**src/rtl/mult_pkg.sv**
```systemverilog
// Shared widths for the add-and-shift multiplier datapath.
// Width helpers let non-default N instances derive the same sizes.
package mult_pkg;

   localparam int unsigned DEFAULT_N = 4;
   localparam int unsigned ACC_W     = 2 * DEFAULT_N + 1;
   localparam int unsigned CNT_W     = $clog2(DEFAULT_N);

   function automatic int unsigned acc_width(input int unsigned n);
      return 2 * n + 1;
   endfunction

   function automatic int unsigned cnt_width(input int unsigned n);
      return $clog2(n);
   endfunction

endpackage

```
**src/rtl/mult_shift_counter.sv**
```systemverilog
// Shift counter for the multiplier datapath: clear, advance, explicit wrap at N-1.
// last flags that the next shift is the Nth one.
module mult_shift_counter
   import mult_pkg::*;
#(
   parameter int unsigned N  = DEFAULT_N,
   parameter int unsigned CW = cnt_width(N)
) (
   input  logic clk,
   input  logic reset,
   input  logic clear,
   input  logic en,
   output logic last
);

   localparam logic [CW-1:0] LAST = CW'(N - 1);

   logic [CW-1:0] count;

   // Explicit wrap keeps non-power-of-2 N counting modulo N.
   always_ff @(posedge clk) begin
      if (reset || clear) begin
         count <= '0;
      end else if (en) begin
         count <= (count == LAST) ? '0 : count + 1'b1;
      end
   end

   assign last = (count == LAST);

endmodule

```
**src/rtl/mult_datapath.sv**
```systemverilog
// Add-and-shift datapath for the sequential multiplier, driven by CONTROL's Load/Sh/Ad.
// Optional sticky over-shift flag err when MULT_DP_PROTOCOL_CHECK_EN is defined.
module mult_datapath
   import mult_pkg::*;
#(
   parameter int unsigned N = DEFAULT_N
) (
   input  logic           Clk,
   input  logic           reset,
   input  logic           Load,
   input  logic           Sh,
   input  logic           Ad,
   input  logic [N-1:0]   Mplier,
   input  logic [N-1:0]   Mcand,
   output logic           M,
   output logic           K,
   output logic [2*N-1:0] Product
`ifdef MULT_DP_PROTOCOL_CHECK_EN
   ,
   output logic           err
`endif
);

   localparam int unsigned AW = acc_width(N);

   logic [AW-1:0] acc;
   logic [N-1:0]  mc;
   logic [N:0]    sum;
   logic          shift_en;

   assign sum      = {1'b0, acc[2*N-1:N]} + {1'b0, mc};
   assign shift_en = Sh && !Load;

   always_ff @(posedge Clk) begin
      if (reset) begin
         acc <= '0;
         mc  <= '0;
      end else if (Load) begin
         acc <= {{(N + 1){1'b0}}, Mplier};
         mc  <= Mcand;
      end else begin
         // Ad+Sh folds the add into the shift so one cycle does both.
         case ({Ad, Sh})
            2'b10:   acc[2*N:N] <= sum;
            2'b01:   acc <= {1'b0, acc[2*N:1]};
            2'b11:   acc <= {1'b0, sum, acc[N-1:1]};
            default: acc <= acc;
         endcase
      end
   end

   mult_shift_counter #(
      .N  (N),
      .CW (cnt_width(N))
   ) u_counter (
      .clk   (Clk),
      .reset (reset),
      .clear (Load),
      .en    (shift_en),
      .last  (K)
   );

   assign M       = acc[0];
   assign Product = acc[2*N-1:0];

`ifdef MULT_DP_PROTOCOL_CHECK_EN
   logic done;

   // done marks that the Nth shift has happened; any later Sh is a protocol error.
   always_ff @(posedge Clk) begin
      if (reset || Load) begin
         done <= 1'b0;
         err  <= 1'b0;
      end else if (Sh) begin
         if (done) err <= 1'b1;
         if (K) done <= 1'b1;
      end
   end
`endif

endmodule

```
**config.mk**
```make
export PLATFORM = sky130hd
export DESIGN_NAME = mult_datapath
export DESIGN_NICKNAME = d
export VERILOG_FILES = /design/src/rtl/mult_pkg.sv /design/src/rtl/mult_shift_counter.sv /design/src/rtl/mult_datapath.sv
export SDC_FILE = /design/constraint.sdc
export NUM_CORES = 1
export LEC_CHECK = 0
export BUFFER_PORTS_ARGS = -buffer_cell sky130_fd_sc_hd__buf_2
export CORE_MARGIN = 4
export CORE_UTILIZATION = 50
export DETAILED_ROUTE_END_ITERATION = 12
export GPL_ROUTABILITY_DRIVEN = 0
export PLACE_DENSITY = 0.76
export SLEW_MARGIN = 10
export SYNTH_ARGS = -nofsm -noshare
export SYNTH_HDL_FRONTEND = slang
export SYNTH_HIERARCHICAL = 1
export SYNTH_SLANG_ARGS = --single-unit
```
**constraint.sdc**
```tcl
create_clock -name Clk -period 2.1 [get_ports Clk]
set_clock_uncertainty 0.1 [all_clocks]
set_input_delay 0.42 -clock Clk [delete_from_list [all_inputs] [get_ports Clk]]
set_output_delay 0.42 -clock Clk [all_outputs]
set_load 0.02 [all_outputs]
```
==> impl_metrics.yaml <==
worst_setup_path:
  worstSetupStartpointType: "register"
  arrival_ps: 1910
  path_class: "reg -> reg"
  cp_max_fo: 3
  worstSetupEndpointType: "register"
  worstPathRequired_ps: 2190
  r2r_slack_ps: 290
timing:
  fin_ws_ps: 285.0
  finalCriticalPeriod_ps: 1815
  maxSlewViolCount: 0
  max_freq_mhz: 551.0
  hold_slack_ps: 261.3
  tightestPinTransition_ps: 300.0
  slew_headroom_pct: 80.00
  hold_violations: 0
  fin_setup_tns_ps: 0
  grt_setup_unrepaired: "false"
  final.period_utilization_pct: 86.43
  setup_violations: 0
synthesis:
  ys_top_cells_by_area: "dfxtp_1 (35%), mux2i_1 (10%), buf_4 (7.8%)"
  synth-seq-cells: 15
  ys_types: 27
  yosysSeqAreaShare_pct: 34.53
  synth_nets: 117
  synth_top_cell_by_area: "dfxtp_1"
  synth_top_cell_area_share_pct: 34.53
  syn_inst: 98
  syn_area_um2: 869.6
  synth_area_per_cell_um2: 8.873
  yosys_warnings: 6
global_routing:
  grt_max_degree: 17
  gr-usage-all-layers_pct: 14.54
  antenna_found_initial: 0
  grt_pass1_vias: 658
  overflow: 0
  grt_first_pass_wirelength_mm: 2.815
drt:
  avgViaCountPerCell: 5.398
  final_antenna_net_count: 0
  dr.pass1.iters: 4
  avgRoutedWirePerCell_um: 12.42
  wl_mm: 1.590
  drc: 0
  num_vias: 691
  drtIter0Drc: 9
pwr:
  powerDensity_nw_per_um2: 605.2
  ir_worst_vdd_v: 0.0004160
  p_leak_nw: 0.4533
die:
  dieHeight_um: 49.71
  die_w_um: 49.71
  num_rows: 14
  initial_core_util_pct: 55.16
  coreArea_um2: 1577
  dieArea_um2: 2471
  pin_count: 23
layout:
  area_growth_pct: 8.777
  final_cell_mix: "buf_2 (22), nor2_1 (18), dfxtp_1 (15), mux2i_1 (9), a21oi_1 (8)"
  fillers: 141
  diodes: 0
  drive_gt1_share_pct: 28.57
  utilization_pct: 60.00
  layout_commonest_cell: "buf_2"
  fin_nets: 132
place:
  post-place-ws_ps: 299.2
  numPortBuffers: 22
  detailed_place_hpwl_mm: 1.253
clock_tree:
  cts-root-buf: "clkbuf_4"
  cts_tree: "built"
  holdBufCountCts: 0
  cts_buffer_depth: 2
  cts_resized: 0
  h-tree-depth: 1
  cts_made_buffers: 3
  clock-sinks: 15
  clkTransAtPathRegs_ps: 90
  clock_latency_ps: 280
  cts_setup_buffers: 0
outcome:
  status: "finished clean"
flow_run:
  maxCapViolations: 0
min_path:
  hold_class: "in -> reg"
stage by stage:
stage,instances,total power [W],area (um2)
2_1_floorplan,98,0.0003957,869.6
4_1_cts,128,0.0005804,945.9
3_3_place_gp,124,0.0004137,919.6
3_5_place_dp,124,0.0004164,919.6
6_report,128,0.0005724,945.9
5_1_grt,128,0.0006108,945.9
cells by family (layout without fill, tap and decap cells):
kind of cell	after synthesis	after routing	synth area share, %
adders and majority gates	6	6	9.496
buffers and inverters	16	30	11.37
and+or+nand+nor	30	30	16.40
AOI/OAI and AO/OA	19	19	14.24
muxes	11	11	12.95
DFF	15	15	34.53
xor gates and xnor gates	1	1	1.007
path summary, 6_finish.rpt:
| check | from | endpoint | cells past startpoint |
|---|---|---|---|
| setup / recovery | acc[4] | acc[8] | 7 |
| hold / removal | Mplier[0] | acc[0] | 3 |
| setup reg to reg | acc[4] | acc[8] | 7 |
| hold reg to reg | mc[0] | mc[0] | 2 |
per-layer routing:
| metal | share of wire [%] | vias up | wire, um | GRT usage [%] |
|---|---|---|---|---|
| li1 | - | 358 | - | - |
| met1 | 44 | 311 | 693 | 17.10 |
| met2 | 47 | 20 | 755 | 24.23 |
| met3 | 7.9 | 2 | 125 | 6.627 |
| met4 | 0.94 | 0 | 15 | 2.765 |
| met5 | 0 | - | 0 | 0 |
sequential cells by signal (all words and copies together) (netlist names):
register and cells:
acc 9, mc 4, u_counter/count 2
power by group:
part,switching [W],internal (W),leakage (nW),total [W]
clock,0.0000894,0.0000738,0.0150,0.000163
sequential,0.00000924,0.000298,0.123,0.000307
combinational,0.0000573,0.0000452,0.315,0.000103
total,0.000156,0.000417,0.453,0.000572
cell usage after synthesis:
| master | instances |
|---|---|
| or3_1 | 1 |
| buf_4 | 9 |
| nor2_1 | 18 |
| mux2i_1 | 9 |
| a211oi_2 | 1 |
| a21o_2 | 1 |
| nand2b_1 | 2 |
| a21oi_1 | 8 |
| o21a_1 | 1 |
| a211oi_1 | 1 |
| inv_1 | 3 |
| or3b_1 | 1 |
| and3_1 | 1 |
| ha_1 | 5 |
| mux2_2 | 2 |
| nand3b_1 | 1 |
| a31oi_1 | 2 |
| buf_2 | 4 |
| nor2b_1 | 3 |
| o21ai_0 | 4 |
| nor3_1 | 1 |
| dfxtp_1 | 15 |
| a2111oi_2 | 1 |
| or2_2 | 1 |
| fa_1 | 1 |
| nand2_1 | 1 |
| xnor2_1 | 1 |
area by class of cell:
cell class	instances	area, um2	share of cell area [%]
Tap cell	16	20.02	2.116
Clock buffer	4	26.28	2.778
Timing Repair Buffer	23	117.6	12.43
Sequential cell	15	300.3	31.75
Multi-Input combinational cell	67	470.5	49.74
Inverter	3	11.26	1.190
worst max-delay path: stages (launching register included):
cell       delay (ps)
dfxtp_1           360
ha_1              160
inv_1              50
fa_1              410
nor2b_1           130
o21a_1            130
nor2_1             50
a2111oi_2         330
No activity file was read; power rests on OpenSTA's default activity.
